## config.mk

```make
export PLATFORM = sky130hd
export DESIGN_NAME = mmio_uart_tx
export DESIGN_NICKNAME = d
export VERILOG_FILES = /design/src/rtl/mmio_uart_tx_pkg.sv /design/src/rtl/mmio_uart_tx_byte_fifo.sv /design/src/rtl/mmio_uart_tx.sv
export SDC_FILE = /design/constraint.sdc
export NUM_CORES = 1
export LEC_CHECK = 0
export CORE_MARGIN = 2
export CORE_UTILIZATION = 30
export DETAILED_ROUTE_END_ITERATION = 12
export GPL_TIMING_DRIVEN = 0
export HOLD_SLACK_MARGIN = 0.06
export PLACE_DENSITY = 0.51
export SLEW_MARGIN = 25
export SYNTH_ARGS = -nofsm -noshare
export SYNTH_HDL_FRONTEND = slang
export SYNTH_SLANG_ARGS = --single-unit
```

## constraint.sdc

```tcl
create_clock -name clk -period 3.2 [get_ports clk]
set_input_delay 0.8 -clock clk [delete_from_list [all_inputs] [get_ports clk]]
set_output_delay 0.8 -clock clk [all_outputs]
set_load 0.01 [all_outputs]
```

## src/rtl/mmio_uart_tx_pkg.sv

```systemverilog
// Shared constants and FSM encoding for the MMIO console transmitter.
// MMIO_UART_TX_PARITY_EN adds an even-parity bit and a PARITY state.
package mmio_uart_tx_pkg;

    localparam int ADDR_LEN = 32;
    localparam int DATA_LEN = 32;

    localparam logic [ADDR_LEN-1:0] DEF_UART_ADDR   = 32'h0;
    localparam logic [ADDR_LEN-1:0] DEF_FINISH_ADDR = 32'h8;

`ifdef MMIO_UART_TX_PARITY_EN
    typedef enum logic [2:0] {
        ST_IDLE   = 3'd0,
        ST_START  = 3'd1,
        ST_DATA   = 3'd2,
        ST_PARITY = 3'd3,
        ST_STOP   = 3'd4
    } tx_state_e;
`else
    typedef enum logic [1:0] {
        ST_IDLE  = 2'd0,
        ST_START = 2'd1,
        ST_DATA  = 2'd2,
        ST_STOP  = 2'd3
    } tx_state_e;
`endif

endpackage

```

## src/rtl/mmio_uart_tx_byte_fifo.sv

```systemverilog
// Synchronous show-ahead byte FIFO with wrap-bit pointers; push and pop may
// coincide, including a push while full that is paired with a pop.
module tx_byte_fifo #(
    parameter int DEPTH = 16,
    parameter int WIDTH = 8
) (
    input  logic             clk,
    input  logic             reset_x,
    input  logic             push,
    input  logic [WIDTH-1:0] din,
    input  logic             pop,
    output logic [WIDTH-1:0] dout,
    output logic             full,
    output logic             empty
);

    localparam int AW = $clog2(DEPTH);

    logic [WIDTH-1:0] mem_q [DEPTH];
    logic [AW:0]      wptr_q, rptr_q;
    logic             do_push, do_pop;

    assign empty   = (wptr_q == rptr_q);
    assign full    = (wptr_q == {~rptr_q[AW], rptr_q[AW-1:0]});
    assign do_pop  = pop && !empty;
    assign do_push = push && (!full || do_pop);
    assign dout    = mem_q[rptr_q[AW-1:0]];

    always_ff @(posedge clk) begin
        if (!reset_x) begin
            wptr_q <= '0;
            rptr_q <= '0;
        end else begin
            if (do_push) wptr_q <= wptr_q + 1'b1;
            if (do_pop)  rptr_q <= rptr_q + 1'b1;
        end
    end

    always_ff @(posedge clk) begin
        if (do_push) mem_q[wptr_q[AW-1:0]] <= din;
    end

endmodule

```

## src/rtl/mmio_uart_tx.sv

```systemverilog
// MMIO console transmitter: snoops core stores, queues bytes, sends 8N1 LSB first.
// Define MMIO_UART_TX_PARITY_EN for an even-parity bit after bit7.
module mmio_uart_tx
    import mmio_uart_tx_pkg::*;
#(
    parameter int                  CLKS_PER_BIT = 434,
    parameter int                  FIFO_DEPTH   = 16,
    parameter logic [ADDR_LEN-1:0] UART_ADDR    = DEF_UART_ADDR,
    parameter logic [ADDR_LEN-1:0] FINISH_ADDR  = DEF_FINISH_ADDR
) (
    input  logic                clk,
    input  logic                reset_x,
    input  logic                we,
    input  logic [ADDR_LEN-1:0] addr,
    input  logic [DATA_LEN-1:0] wdata,
    output logic                txd,
    output logic                busy,
    output logic                full,
    output logic                overflow,
    output logic                done
);

    localparam int CW = $clog2(CLKS_PER_BIT);

    tx_state_e     state_q, state_d;
    logic [CW-1:0] cnt_q, cnt_d;
    logic [2:0]    bit_q, bit_d;
    logic [7:0]    sh_q, sh_d;
    logic          txd_q, txd_d;
    logic          fin_q, fin_d;
    logic          ovf_q, ovf_d;
    logic          done_q, done_d;
`ifdef MMIO_UART_TX_PARITY_EN
    logic          par_q, par_d;
`endif

    logic       last, pop, push_req, empty, full_w;
    logic [7:0] fifo_dout;
    logic       unused_wdata;

    assign unused_wdata = ^wdata[DATA_LEN-1:8];
    assign last         = (cnt_q == CW'(CLKS_PER_BIT - 1));
    assign push_req     = we && (addr == UART_ADDR);

    tx_byte_fifo #(.DEPTH(FIFO_DEPTH), .WIDTH(8)) u_fifo (
        .clk     (clk),
        .reset_x (reset_x),
        .push    (push_req),
        .din     (wdata[7:0]),
        .pop     (pop),
        .dout    (fifo_dout),
        .full    (full_w),
        .empty   (empty)
    );

    always_ff @(posedge clk) begin
        if (!reset_x) begin
            state_q <= ST_IDLE;
            cnt_q   <= '0;
            bit_q   <= '0;
            sh_q    <= '0;
            txd_q   <= 1'b1;
            fin_q   <= 1'b0;
            ovf_q   <= 1'b0;
            done_q  <= 1'b0;
`ifdef MMIO_UART_TX_PARITY_EN
            par_q   <= 1'b0;
`endif
        end else begin
            state_q <= state_d;
            cnt_q   <= cnt_d;
            bit_q   <= bit_d;
            sh_q    <= sh_d;
            txd_q   <= txd_d;
            fin_q   <= fin_d;
            ovf_q   <= ovf_d;
            done_q  <= done_d;
`ifdef MMIO_UART_TX_PARITY_EN
            par_q   <= par_d;
`endif
        end
    end

    // The shift register is pre-shifted so sh_q[0] is always the next bit to send.
    always_comb begin
        state_d = state_q;
        cnt_d   = last ? '0 : cnt_q + 1'b1;
        bit_d   = bit_q;
        sh_d    = sh_q;
        txd_d   = txd_q;
        pop     = 1'b0;
`ifdef MMIO_UART_TX_PARITY_EN
        par_d   = par_q;
`endif
        case (state_q)
            ST_IDLE: begin
                cnt_d = '0;
                if (!empty) begin
                    pop     = 1'b1;
                    sh_d    = fifo_dout;
                    txd_d   = 1'b0;
                    state_d = ST_START;
`ifdef MMIO_UART_TX_PARITY_EN
                    par_d   = ^fifo_dout;
`endif
                end
            end
            ST_START: if (last) begin
                txd_d   = sh_q[0];
                sh_d    = sh_q >> 1;
                bit_d   = '0;
                state_d = ST_DATA;
            end
            ST_DATA: if (last) begin
                if (bit_q == 3'd7) begin
`ifdef MMIO_UART_TX_PARITY_EN
                    txd_d   = par_q;
                    state_d = ST_PARITY;
`else
                    txd_d   = 1'b1;
                    state_d = ST_STOP;
`endif
                end else begin
                    txd_d = sh_q[0];
                    sh_d  = sh_q >> 1;
                    bit_d = bit_q + 3'd1;
                end
            end
`ifdef MMIO_UART_TX_PARITY_EN
            ST_PARITY: if (last) begin
                txd_d   = 1'b1;
                state_d = ST_STOP;
            end
`endif
            ST_STOP: if (last) begin
                if (!empty) begin
                    pop     = 1'b1;
                    sh_d    = fifo_dout;
                    txd_d   = 1'b0;
                    state_d = ST_START;
`ifdef MMIO_UART_TX_PARITY_EN
                    par_d   = ^fifo_dout;
`endif
                end else begin
                    state_d = ST_IDLE;
                end
            end
            default: begin
                txd_d   = 1'b1;
                state_d = ST_IDLE;
            end
        endcase
    end

    always_comb begin
        ovf_d    = ovf_q | (push_req & full_w & ~pop);
        fin_d    = fin_q | (we && (addr == FINISH_ADDR));
        done_d   = fin_q && empty && (state_q == ST_IDLE);
        busy     = (state_q != ST_IDLE) || !empty;
        txd      = txd_q;
        full     = full_w;
        overflow = ovf_q;
        done     = done_q;
    end

endmodule

```

---- Word-level counts from Yosys, hierarchy flattened ----
Memory sizes are Yosys's and may differ from the RTL's. A register that Yosys moved wholly into a read port is not among the register bits.
Cells that the tools add are included.
storage, ports and cells
  register bits ........................... 36
  memory bits (writable) .................. 128
  logic and storage cells ................. 85
  memories kept ........................... 1
operators by class
  $add $sub $neg .......................... 4
  eq/ne operators ......................... 14
  multiplexer cells ....................... 30
  bitwise logic cells ..................... 7
  reductions and logical operators ........ 19
memories
  memory        depth  bits a word  read ports  clocked after memory_dff  write ports  RTL line                      text
  u_fifo.mem_q  16     8            1           1                         1            mmio_uart_tx_byte_fifo.sv:19  logic [WIDTH-1:0] mem_q [DEPTH];
operators with widths
  operator                                                                 number
  8-bit two-way mux                                                        5
  32-bit by 4-bit equality test with 1-bit output (second input constant)  1
  32-bit zero test                                                         1
  8-bit one-hot mux with 4 select lines                                    1
  2-bit != test (second input constant)                                    6
  5-bit by 1-bit adder with 5-bit output (second input constant)           2
  5-bit equality test                                                      2
  1-bit two-way mux                                                        10
  2-bit two-way mux                                                        5
  9-bit by 1-bit adder with 9-bit output (second input constant)           1
  9-bit equality test (second input constant)                              1
  3-bit two-way mux                                                        3
  4-bit two-way mux                                                        2
  2-bit one-hot mux with 4 select lines                                    1
  4-bit AND reduction                                                      2
  1-bit logical AND                                                        6
  3-bit one-hot mux with 2 select lines                                    1
  5-bit AND reduction                                                      1
  2-bit equality test (second input constant)                              2
  1-bit one-hot mux with 4 select lines                                    1
  2-bit nonzero test                                                       2
  3-bit by 1-bit adder with 3-bit output (second input constant)           1
  3-bit equality test (second input constant)                              1
  1-bit NOT                                                                3
  9 further kinds                                                          13

---- Depth between registers and ports, before layout ----
Gate-level depths: netlist of the first run.
  word-level depth ........................ 9
  mapped depth ............................ 8

---- By module ----
From an unflattened synthesis of the first run, not the netlist that was laid out.
unflattened totals
  cell total of the unflattened synthesis .. 433
  area, all modules ....................... 7,155.6 um^2
modules (own cells, without submodules)
  module        instances  cells each  area an instance (um^2)
  tx_byte_fifo  1          267         5,720.5
  mmio_uart_tx  1          166         1,435.1

---- Least setup slack after synthesis of the first run ----
No wires, ideal clock.
  kind .................................... input to register
  start point ............................. in addr[24]
  end point ............................... mem u_fifo.mem_q[3][0], enable pin
  setup time .............................. 383 ps
  arrival ................................. 2,439 ps
  required time ........................... 2,817 ps
  setup slack ............................. 378 ps
  stages on the path ...................... 5
  path through ............................ nor4b_1 > nand4_1 > nor4b_1 > nand2_1 > nor3_1
on the way
  word-level cells in the longest chain between the ends .. 5
ends and longest elaborated chain
  element                                  RTL line                      text
  start: declaration                       mmio_uart_tx.sv:14            input logic [ADDR_LEN-1:0] addr,
  32-bit zero test                         mmio_uart_tx.sv:43            assign push_req = we && (addr == UART_ADDR);
  1-bit logical AND                        mmio_uart_tx.sv:43
  1-bit logical AND                        mmio_uart_tx_byte_fifo.sv:26  assign do_push = push && (!full || do_pop);
  1-bit two-way mux                        mmio_uart_tx_byte_fifo.sv:40  if (do_push) mem_q[wptr_q[AW-1:0]] <= din;
  1-bit two-way mux (not written as such)  mmio_uart_tx_byte_fifo.sv:40
  end: declaration                         mmio_uart_tx_byte_fifo.sv:19
No other way between the ends.

---- Worst setup path in the final report of the first run ----
  start point ............................. in addr[21]
  end point ............................... mem u_fifo.mem_q[5][1], enable pin
The elaborated chain is that of the path after synthesis.

==> impl_metrics.env, run 1 <==
export IMPL_grt_pass1_vias=4373
export IMPL_crit_path_max_fanout=10
export IMPL_timing_setup_tns_ns=0
export IMPL_overflow=0
export IMPL_drt_first_pass_iters=4
export IMPL_synthFlopType="sky130_fd_sc_hd__edfxtp_1"
export IMPL_route_final_wire_length_um=16300
export IMPL_die_area_mm2=0.0249
export IMPL_place_detailed_hpwl_um=11500
export IMPL_crit_arrival_ns=3.10
export IMPL_synth_largest_area_cell="sky130_fd_sc_hd__edfxtp_1"
export IMPL_floorplan_die_width_um=158
export IMPL_cts_hold_buffers_added=0
export IMPL_maxClockFrequency_ghz=0.333
export IMPL_synth_fp_nets=561
export IMPL_global_route_usage_total_pct=13.8
export IMPL_io_pins=72
export IMPL_clk_insertion_delay_late_ns=0.43
export IMPL_max_cap_viol_count=0
export IMPL_vdd_ir_drop_worst_mv=0.386
export IMPL_rsz0062_at_grt="false"
export IMPL_report_final_setup_viol=0
export IMPL_synth_distinct_cells=58
export IMPL_report_power_total_mw=4.75
export IMPL_place_congestion=0.775
export IMPL_cts_clk_slew_worst_paths_ns=0.07
export IMPL_vias_per_cell=4.86
export IMPL_cts_tree="built"
export IMPL_outcome="finished, final reports clean"
export IMPL_antenna_found_initial=0
export IMPL_synth_cell_area_mm2=0.00711
export IMPL_share_of_post_route_cells_with_drive_strength_above_1_pct=14.1
export IMPL_synth_warning_count=0
export IMPL_hold_viol_final=0
export IMPL_dpl_worst_slack_ns=-0.412
export IMPL_avgRoutedWirePerCell_um=18.5
export IMPL_synth_area_leaders="sky130_fd_sc_hd__edfxtp_1 (54%), sky130_fd_sc_hd__dfxtp_1 (11%), sky130_fd_sc_hd__mux4_2 (6.3%)"
export IMPL_worstRegToRegCells=7
export IMPL_worstPathRequired_ns=3.30
export IMPL_n_diodes=0
export IMPL_fin_worst_skew_ns=0.00799
export IMPL_dr_total_vias=4271
export IMPL_largest_net_degree_at_the_start_of_global_routing=17
export IMPL_postRouteAntennaNets=0
export IMPL_ctsRootBufferMaster="sky130_fd_sc_hd__clkbuf_16"
export IMPL_count_of_unresolved_drc_violations_after_routing=0
export IMPL_slew_hr_pct=45.7
export IMPL_timing_worst_setup_path_type="in -> reg"
export IMPL_cellLeakagePower_nw=2.82
export IMPL_timing_max_transition_violations_final=0
export IMPL_period_share_pct=93.8
export IMPL_synth_most_common_cell="sky130_fd_sc_hd__edfxtp_1"
export IMPL_power_density_mw_per_mm2=553
export IMPL_initial_core_util_pct=30.5
export IMPL_synth_area_per_cell_um2=14.8
export IMPL_cts_inserted_buffers=17
export IMPL_regToRegSetupSlack_ns=0.60
export IMPL_pnr_worst_setup_slack_ns=0.200
export IMPL_drt_iter0_markers=218
export IMPL_portBuffers=47
export IMPL_syn_instance_count=480
export IMPL_final_area_mm2=0.00858
export IMPL_final_net_count=628
export IMPL_holdPathStages=2
export IMPL_std_cell_rows=56
export IMPL_worstHoldPathType="reg -> reg"
export IMPL_min_period_ns=3.00
export IMPL_layout_area_overhead_vs_synth_pct=20.8
export IMPL_synth_commonest_cells="sky130_fd_sc_hd__edfxtp_1 (128), sky130_fd_sc_hd__dfxtp_1 (40), sky130_fd_sc_hd__nor2_1 (37)"
export IMPL_ys_seq_elements=168
export IMPL_core_area_mm2=0.0233
export IMPL_timing_critical_path_to_type="flop"
export IMPL_grt_pass1_wl_um=24900
export IMPL_worst_slew_pin_transition_ns=0.815
export IMPL_async_flop_share_pct=0
export IMPL_clock_tree_htree_level_count=4
export IMPL_detailed_place_area_mm2=0.00799
export IMPL_cts_sink_count=168
export IMPL_crit_path_start_kind="input port"
export IMPL_die_height_um=158
export IMPL_synth_sequential_area_ratio_pct=65.3
export IMPL_cts_root_to_sink_buffers=2
export IMPL_synth_edff_count=128
export IMPL_synthDominantCellAreaShare_pct=54.1
## state kept, by name, indices dropped and copies added, names as in the netlist, 2 cells and up, named ones only
name / flops
sh_q: 8
u_fifo.wptr_q: 5
u_fifo.mem_q: 128
cnt_q: 9
u_fifo.rptr_q: 5
bit_q: 3
state_q: 2
## layout make-up
class                           instances  area, um^2
Buffer                                 24         140
Clock buffer                           18         429
Clock inverter                         14         148
Fill cell                            2201       14700
Inverter                                8        30.0
Multi-Input combinational cell        280        2310
Sequential cell                       168        4640
Tap cell                              319         399
Timing Repair Buffer                   48         478
## worst paths after layout
check	startpoint	to
worst max-delay path	addr[21]	u_fifo.mem_q[5][1]
worst min-delay path	fin_q	done
worst max register to register	cnt_q[0]	u_fifo.mem_q[5][1]
worst min register to register	fin_q	done
## logic make-up after synthesis
group	after synthesis	share of synthesized area (%)
AOI/OAI and AO/OA	66	6.92
muxes	54	11.1
buffers and inverters	32	2.39
and+or+nand+nor	132	10.0
adders and majority gates	14	2.46
xor gates and xnor gates	14	1.73
DFF	168	65.3
## worst max-delay path, stage by stage
cell	delay, ns
sky130_fd_sc_hd__clkdlybuf4s50_1	0.41
sky130_fd_sc_hd__nor4_1	0.31
sky130_fd_sc_hd__nand4_1	0.27
sky130_fd_sc_hd__nor3_1	0.44
sky130_fd_sc_hd__and2_1	0.25
sky130_fd_sc_hd__buf_2	0.21
sky130_fd_sc_hd__and3_2	0.40
## report_power, final
| part | internal [mW] | total (mW) | switching (mW) |
|---|---|---|---|
| Combinational | 0.167 | 0.363 | 0.195 |
| Sequential | 2.37 | 2.38 | 0.0146 |
| Clock | 1.15 | 2.00 | 0.849 |
## per-layer routing
| metal | up-vias | routed length (um) | GRT usage, % |
|---|---|---|---|
| met5 | - | 0 | 0 |
| met3 | 20 | 494 | 2.52 |
| met4 | 0 | 350 | 6.32 |
| met2 | 59 | 8230 | 23.1 |
| li1 | 2016 | - | - |
| met1 | 2176 | 7230 | 17.3 |
## layout by cell type (no fill, tap or decap), types with 3 or more instances in the layout
cell type	instances
sky130_fd_sc_hd__edfxtp_1	128
sky130_fd_sc_hd__clkdlybuf4s50_1	47
sky130_fd_sc_hd__dfxtp_1	40
sky130_fd_sc_hd__nor2_1	37
sky130_fd_sc_hd__mux2i_1	34
sky130_fd_sc_hd__mux4_2	20
sky130_fd_sc_hd__clkbuf_16	17
sky130_fd_sc_hd__and3_1	15
sky130_fd_sc_hd__nand2_1	15
sky130_fd_sc_hd__a21oi_1	14
sky130_fd_sc_hd__ha_1	14
sky130_fd_sc_hd__clkbuf_1	13
sky130_fd_sc_hd__xnor2_1	11
sky130_fd_sc_hd__nand3_1	10
sky130_fd_sc_hd__nand2b_1	10
sky130_fd_sc_hd__o21ai_0	10
sky130_fd_sc_hd__a221oi_1	10
sky130_fd_sc_hd__inv_1	8
sky130_fd_sc_hd__nand4_1	8
sky130_fd_sc_hd__nor4_1	8
sky130_fd_sc_hd__and3_2	8
sky130_fd_sc_hd__buf_2	5
sky130_fd_sc_hd__a22oi_1	5
sky130_fd_sc_hd__nor2b_1	4
sky130_fd_sc_hd__buf_4	4
sky130_fd_sc_hd__a41o_1	4
sky130_fd_sc_hd__inv_6	4
sky130_fd_sc_hd__xor2_1	3
sky130_fd_sc_hd__o22ai_1	3
sky130_fd_sc_hd__clkinvlp_4	3
## stage by stage
stage / cells / hold WS, ns / utilization, %
final: 879 / 0.452 / 36.8
after global routing: 879 / 0.492 / 36.8
after CTS: 879 / 0.457 / 36.7
after detailed placement: 847 / 0.456 / 34.2
after global placement: 846 / 0.456 / 34.2
after floorplan: 480 / 0.419 / -
## timing repair
action / 4_1_cts / 5_1_grt
gates resized for setup: 0 / 9
setup endpoints to repair: 0 / 70
buffers inserted: 0 / 0
hold endpoints to repair: 0 / 0
No activity file was read; power rests on OpenSTA's default activity.
==> run 2, diff against run 1 <==
--- a/config.mk
+++ b/config.mk
@@ -11,6 +11,7 @@
 export GPL_TIMING_DRIVEN = 0
 export HOLD_SLACK_MARGIN = 0.06
 export PLACE_DENSITY = 0.51
+export SKIP_LAST_GASP = 1
 export SLEW_MARGIN = 25
 export SYNTH_ARGS = -nofsm -noshare
 export SYNTH_HDL_FRONTEND = slang
==> results of run 2 <==
Same layout as run 1: the final DEF is identical, and so are final timing and power.
